--- src/rtl/arith_seq_pkg.sv ---
// arith_seq_pkg: shared states, op codes and sizing for the arith_seq micro-op sequencer.
package arith_seq_pkg;
    typedef enum logic [2:0] {
        S_IDLE,
        S_PREP,
        S_ADD,
        S_SHR_BC,
        S_SHL_B,
        S_SHR_ONLY,
        S_DONE
    } state_t;
    localparam logic [1:0] OP_MUL = 2'b00;
    localparam logic [1:0] OP_SHL = 2'b01;
    localparam logic [1:0] OP_SHR = 2'b10;
    localparam logic [1:0] OP_NOP = 2'b11;
    localparam int MUL_STEPS_DEF = 30;
    localparam int CNT_W = 6;
endpackage

--- src/rtl/arith_seq_step_cnt.sv ---
// arith_seq_step_cnt: loadable down counter that saturates at zero and flags value==1.
module arith_seq_step_cnt
    import arith_seq_pkg::*;
(
    input  logic             clk,
    input  logic             reset,
    input  logic             i_load,
    input  logic [CNT_W-1:0] i_val,
    input  logic             i_dec,
    output logic             o_last,
    output logic             o_zero
);
    logic [CNT_W-1:0] r_cnt;
    always_ff @(posedge clk) begin
        if (reset)
            r_cnt <= '0;
        else if (i_load)
            r_cnt <= i_val;
        else if (i_dec && !o_zero)
            r_cnt <= r_cnt - 1'b1;
    end
    assign o_last = r_cnt == CNT_W'(1);
    assign o_zero = r_cnt == '0;
endmodule

--- src/rtl/arith_seq.sv ---
// arith_seq: issues one arithmetic-unit strobe per clock for MUL/SHL/SHR commands.
// Define ARITH_SEQ_OVF_EN to stop a left shift early when B overflows and flag ovf.
module arith_seq
    import arith_seq_pkg::*;
#(
    parameter int MUL_STEPS = MUL_STEPS_DEF
) (
    input  logic       clk,
    input  logic       reset,
    input  logic       start,
    input  logic [1:0] op,
    input  logic [4:0] count,
    input  logic       reg_c_30,
    input  logic       reg_b_0,
    output logic       do_clear_b,
    output logic       do_sum,
    output logic       do_left_shift_b,
    output logic       do_right_shift_bc,
    output logic       busy,
    output logic       done,
    output logic       ovf
);
    state_t           r_state, w_next;
    logic             r_ovf;
    logic             w_accept, w_dec, w_last, w_zero, w_end, w_ovf_hit;
    logic [CNT_W-1:0] w_load_val;

    assign w_accept   = r_state == S_IDLE && start;
    assign w_load_val = op == OP_MUL ? CNT_W'(MUL_STEPS) : CNT_W'(count);
    assign w_dec      = r_state inside {S_SHR_BC, S_SHL_B, S_SHR_ONLY};
    assign w_end      = w_last || w_zero;

    arith_seq_step_cnt u_cnt (
        .clk    (clk),
        .reset  (reset),
        .i_load (w_accept),
        .i_val  (w_load_val),
        .i_dec  (w_dec),
        .o_last (w_last),
        .o_zero (w_zero)
    );

`ifdef ARITH_SEQ_OVF_EN
    assign w_ovf_hit = r_state == S_SHL_B && reg_b_0;
`else
    logic w_unused;
    assign w_ovf_hit = 1'b0;
    assign w_unused  = reg_b_0;
`endif

    always_ff @(posedge clk) begin
        if (reset) begin
            r_state <= S_IDLE;
            r_ovf   <= 1'b0;
        end else begin
            r_state <= w_next;
            r_ovf   <= w_accept ? 1'b0 : (w_ovf_hit ? 1'b1 : r_ovf);
        end
    end

    always_comb begin
        w_next            = r_state;
        do_clear_b        = 1'b0;
        do_sum            = 1'b0;
        do_left_shift_b   = 1'b0;
        do_right_shift_bc = 1'b0;
        busy              = r_state != S_IDLE;
        done              = r_state == S_DONE;
        case (r_state)
            S_IDLE:
                if (start)
                    w_next = op == OP_MUL ? S_PREP :
                             (op == OP_NOP || count == '0) ? S_DONE :
                             op == OP_SHL ? S_SHL_B : S_SHR_ONLY;
            S_PREP: begin
                do_clear_b = 1'b1;
                w_next     = S_ADD;
            end
            S_ADD: begin
                do_sum = reg_c_30;
                w_next = S_SHR_BC;
            end
            S_SHR_BC: begin
                do_right_shift_bc = 1'b1;
                w_next            = w_end ? S_DONE : S_ADD;
            end
            // an overflowing left shift is dropped and the remaining count discarded
            S_SHL_B: begin
                do_left_shift_b = !w_ovf_hit;
                w_next          = (w_end || w_ovf_hit) ? S_DONE : S_SHL_B;
            end
            S_SHR_ONLY: begin
                do_right_shift_bc = 1'b1;
                w_next            = w_end ? S_DONE : S_SHR_ONLY;
            end
            S_DONE:  w_next = S_IDLE;
            default: w_next = S_IDLE;
        endcase
    end

    assign ovf = r_ovf;
endmodule

--- config.mk ---
export PLATFORM = sky130hd
export DESIGN_NAME = arith_seq
export DESIGN_NICKNAME = d
export VERILOG_FILES = /design/src/rtl/arith_seq_pkg.sv /design/src/rtl/arith_seq_step_cnt.sv /design/src/rtl/arith_seq.sv
export SDC_FILE = /design/constraint.sdc
export NUM_CORES = 1
export LEC_CHECK = 0
export CAP_MARGIN = 20
export CORE_MARGIN = 8
export CORE_UTILIZATION = 51
export DETAILED_ROUTE_END_ITERATION = 10
export PLACE_DENSITY = 0.81
export REMOVE_ABC_BUFFERS = 1
export SLEW_MARGIN = 20
export SYNTH_ARGS = -nofsm -noshare
export SYNTH_HDL_FRONTEND = slang
export SYNTH_HIERARCHICAL = 1
export SYNTH_SLANG_ARGS = --single-unit
--- constraint.sdc ---
create_clock -name clk -period 3.15 [get_ports clk]
set_input_delay 0.63 -clock clk [delete_from_list [all_inputs] [get_ports clk]]
set_output_delay 0.63 -clock clk [all_outputs]
set_load 0.05 [all_outputs]
Word level (Yosys, flattened, before mapping)

Cells that the tools add are included.

Eq/ne operators: 10
Multipliers: 0
Bitwise logic cells: 0
Divide/modulo/power cells: 0
Order comparisons: 0
$add $sub $neg: 1
Reductions and logical operators: 13
Multiplexer cells: 15
Shift operators: 0

Operators with widths:

| kind                  | number |
|---|---|
| $pmux W3 S6           | 1 |
| $mux W6               | 2 |
| $eq A3 B3 Y1 const B  | 3 |
| $mux W3               | 3 |
| $eq A3 B2 Y1 const B  | 2 |
| $eq A6 B1 Y1 const B  | 1 |
| $logic_not A6 Y1      | 1 |
| $mux W2               | 3 |
| $reduce_bool A3 Y1    | 2 |
| $sub A6 B1 Y6 const B | 1 |
| $logic_not A5 Y1      | 1 |
| $mux W1               | 5 |
| $mux W5               | 1 |
| $eq A3 B1 Y1 const B  | 1 |
| $logic_not A3 Y1      | 1 |
| $eq A2 B1 Y1 const B  | 1 |
| $eq A2 B2 Y1 const B  | 1 |
| $logic_and A1 B1 Y1   | 2 |
| $logic_not A2 Y1      | 1 |
| $logic_or A1 B1 Y1    | 2 |
| $ne A2 B2 Y1 const B  | 1 |
| $reduce_bool A2 Y1    | 1 |
| $reduce_or A2 Y1      | 1 |
| $logic_not A1 Y1      | 1 |

Input port bits: 12
ROM bits: 0
Latch bits: 0
Register bits: 9
Logic and storage cells: 41
Memories: 0
Output and inout bits: 7
Memory bits (writable): 0

Logic depth before layout (Yosys ltp)

Depth after elaboration: 6
Gate-level depth with buffers: 7
Mapped depth without buffers: 7

By module

The synthesis kept the hierarchy.

By module, submodules not included:

| module             | area an instance (sq um) | instances | sequential area each (sq um) | cells an instance |
|---|---|---|---|---|
| arith_seq_step_cnt | 445.4                    | 1         | 120.1                        | 52 |
| arith_seq          | 326.6                    | 1         | 60.1                         | 43 |

Worst setup path before layout

Ideal clock, no wire load.

Path type: flip-flop to flip-flop
Start: register r_state[2]
End: register u_cnt.r_cnt[3]
Buffers on the path: 1
Period minus slack after synthesis: 3.158 ns
Library setup time: 0.095 ns
Required time: 3.055 ns
Path slack: -0.008 ns
Arrival: 3.063 ns
Cell stages (with the launch flop): 7
Path through: dfxtp_1 -> buf_2 -> nor3b_1 -> or2_2 -> or4b_4 -> or3_1 -> a221oi_1

Longest elaborated chain between the ends: 4
Elaborated cells between the ends (all ways): 9
Classes of those cells: eq/ne (3); mux (1); reduce/logical (5)

Ends and longest elaborated chain:

| item                                                | line                     | text |
|---|---|---|
| from (decl)                                         | arith_seq.sv:23          | `state_t r_state, w_next;` |
| from (signal assigned)                              | arith_seq.sv:56          | `r_state <= w_next;` |
| $eq A3 B2 Y1 / $eq A3 B3 Y1 (equally long branches) | arith_seq.sv:30          | `assign w_dec = r_state inside {S_SHR_BC, S_SHL_B, S_SHR_ONLY};` |
| $reduce_bool A3 Y1 *                                | arith_seq.sv:30          |  |
| named net w_dec                                     | arith_seq.sv:25          | `logic w_accept, w_dec, w_last, w_zero, w_end, w_ovf_hit;` |
| $logic_and A1 B1 Y1 *                               | arith_seq_step_cnt.sv:19 | `else if (i_dec && !o_zero)` |
| $reduce_bool A2 Y1 (no line) *                      | n/a                      |  |
| to (signal assigned)                                | arith_seq_step_cnt.sv:18 | `r_cnt <= i_val;` |
| to (signal assigned)                                | arith_seq_step_cnt.sv:20 | `r_cnt <= r_cnt - 1'b1;` |
| to (decl)                                           | arith_seq_step_cnt.sv:13 | `logic [CNT_W-1:0] r_cnt;` |

Mark *: on every way through the listed nets, which the timed path passes. The rest lies on a longest branch.
A chain may end at the register's enable or synchronous reset.

Worst setup path in the final report

Start: register r_state[1]
End: output port do_sum

Longest elaborated chain between the ends: 2

Ends and longest elaborated chain:

| item         | line            | text |
|---|---|---|
| $eq A3 B2 Y1 | arith_seq.sv:69 | `case (r_state)` |
| $mux W1      | arith_seq.sv:69 |  |
| to (decl)    | arith_seq.sv:16 | `output logic do_sum,` |

Every way passes these cells.

==> impl_metrics.toml <==
[clocking]
cts_tree = "yes"
cts_buffer_depth = 2
htreeDepth = 1
postCtsSetupBuffers = 0
clk_pin_slew_worst_paths_ns = 0.07
cts_buffers = 3
cts_hold_buf = 0
root_buffer = "clkbuf_4"
clk_latency_ns = 0.27
post_cts_resized = 0
cts.sinks = 9

[global_route]
grt_util_all_layers = 0.141
grt_overflow = 0
grt_start_max_net_pins = 14
grt_pass1_vias = 730
antenna_found_initial = 0
grt_pass1_wl_um = 3100

[drt]
drc_errors = 0
drt_iter0_markers = 10
wl_um = 1790
drt_first_pass_iters = 4
routedWlPerCell_um = 14.2
antenna_left = 0
num_vias = 754
vias_per_cell = 5.98

[timing]
max_clock_freq_mhz = 374
slew_violations = 0
final_hold_viol_count = 0
fin_ws_ns = 0.476
min_period_ns = 2.67
worst_pin_slew_ns = 0.504
setup_viol = 0
skew_ns = 0.000721
post-route-period-util = 0.849
rsz0062_at_grt = "no"
slew_headroom = 0.663
tns_ns = 0

[hold_path]
hold_path_class = "flop to flop"
whs_path_depth = 2

[setup_path]
start_kind = "flop"
crit_fanout = 13
endpoint_kind = "output pin"
worst-setup-path-type = "flop to output pin"
worstPathArrival_ns = 2.04
crit_required_ns = 2.52
ff2ff_path_depth = 6
reg2reg_slack_ns = 0.96

[synth]
seq_area_frac_synth = 0.233
ys_ff_latch = 9
yosys.area_share.adder = 0.0486
synthArstFlopShare = 0
synth_top_family_by_area = "simple AND/OR/NAND/NOR gates"
synth_xor_xnor_area_share = 0.0113
synth_edf_count = 0
syn_inst = 95
syn_area_per_cell_um2 = 8.13
synth_area_um2 = 772
synth_compound_area_frac = 0.235
netlist-cell-type-count = 43
yosys.area_share.simple = 0.376
synth_warnings = 6
synthMuxAreaShare = 0
ys.flop_type = "dfxtp_1"

[cells_and_area]
fillCellCount = 126
area_growth_pct = 23.0
diodes = 0
final_util = 0.653
num-nets-final = 126
drive_above_1_share = 0.118
stdcell_count = 126

[placement]
hpwl_um = 1380
place.gp.congestion = 0.791
post-place-ws_ns = 0.537
port_buffers = 16
placed_cells = 122

[floorplanning]
core_area_um2 = 1450
start_util = 0.531
die_w_um = 54.9
rows = 14
die_h_um = 54.9
io_pins = 19
dieArea_um2 = 3010

[power_and_ir_drop]
ir_drop_mv = 0.610
leakage_nw = 0.377
p_per_area_nw_per_um2 = 1050
fin_total_pwr_uw = 997

[status]
status = "complete, no violations"

[flow_run]
cap_violations = 0
power breakdown:
group          switching, mW  total, mW  internal (mW)  leakage (nW)
clock network         0.0453     0.0944         0.0491        0.0150
registers              0.108      0.276          0.168        0.0745
logic                  0.335      0.626          0.291         0.287
final timing paths:
check	from	endpoint
min	u_cnt/r_cnt[5]	u_cnt/r_cnt[5]
max reg2reg	r_state[1]	u_cnt/r_cnt[3]
min reg2reg	u_cnt/r_cnt[5]	u_cnt/r_cnt[5]
max	r_state[1]	do_sum
cell type report:
class / count / area [µm²] / share of cell area
tap: 16 / 20.0 / 0.0211
clock buffer: 4 / 26.3 / 0.0277
multi-input combinational: 72 / 526 / 0.553
sequential: 9 / 180 / 0.190
timing repair buffer: 17 / 168 / 0.177
inverter: 8 / 30.0 / 0.0316
kinds of logic after synthesis:
kind of cell	Yosys count
buffers and inverters	15
other	1
flip-flops	9
XOR/XNOR	1
AO/OA/AOI/OAI	25
AND/OR/NAND/NOR	41
adder cells (fa/ha/maj)	3
metal layers:
layer	part of all wire	global-route usage
met4	0.021	0.0960
met1	0.44	0.155
met5	0	0
met2	0.47	0.219
met3	0.066	0.0561
Yosys cell counts, types with 2 or more instances:
cell type / n / area (µm²)
a31oi_1: 2 / 12.5
buf_2: 2 / 10.0
or4b_4: 2 / 27.5
nand2_1: 2 / 7.51
nor3b_1: 3 / 22.5
a21oi_1: 7 / 35.0
o31ai_1: 2 / 15.0
or3_1: 2 / 12.5
o21bai_1: 2 / 15.0
clkbuf_1: 2 / 7.51
nand4b_1: 2 / 17.5
nor4_1: 2 / 12.5
inv_1: 8 / 30.0
or4_1: 2 / 15.0
and2_1: 4 / 25.0
or2_2: 3 / 18.8
dfxtp_1: 9 / 180
nor2_1: 3 / 11.3
a221oi_1: 3 / 26.3
nor4b_1: 3 / 26.3
ha_1: 3 / 37.5
nand2b_1: 6 / 37.5
cell usage in the layout (no fill, tap or decap), types with 2 or more instances in the layout:
master / n
o21bai_1: 2
or3_1: 2
nand4b_1: 2
o31ai_1: 2
nor4_1: 2
ha_1: 3
conb_1: 2
clkdlybuf4s50_1: 16
a31oi_1: 2
nor2_1: 3
nand2b_1: 6
or4_1: 2
and2_1: 4
or4b_4: 2
or2_2: 3
inv_1: 8
nand2_1: 2
clkbuf_4: 3
a21oi_1: 7
a221oi_1: 3
nor3b_1: 3
nor4b_1: 3
dfxtp_1: 9
state kept, by name, summed over array words and instances, names as in the netlist:
name,count
u_cnt/r_cnt,6
r_state,3
through the flow:
step	hold slack [ns]	instance area, µm²
floorplan	0.497	736
global placement	0.522	923
detailed placement	0.530	923
CTS	0.539	950
global route	0.582	950
finish	0.543	950
critical path: stages (launching register included):
cell,delay [ns]
dfxtp_1,0.55
nor3b_1,0.27
and2_1,0.16
clkdlybuf4s50_1,0.80
Power figures use the tool's default switching activity.
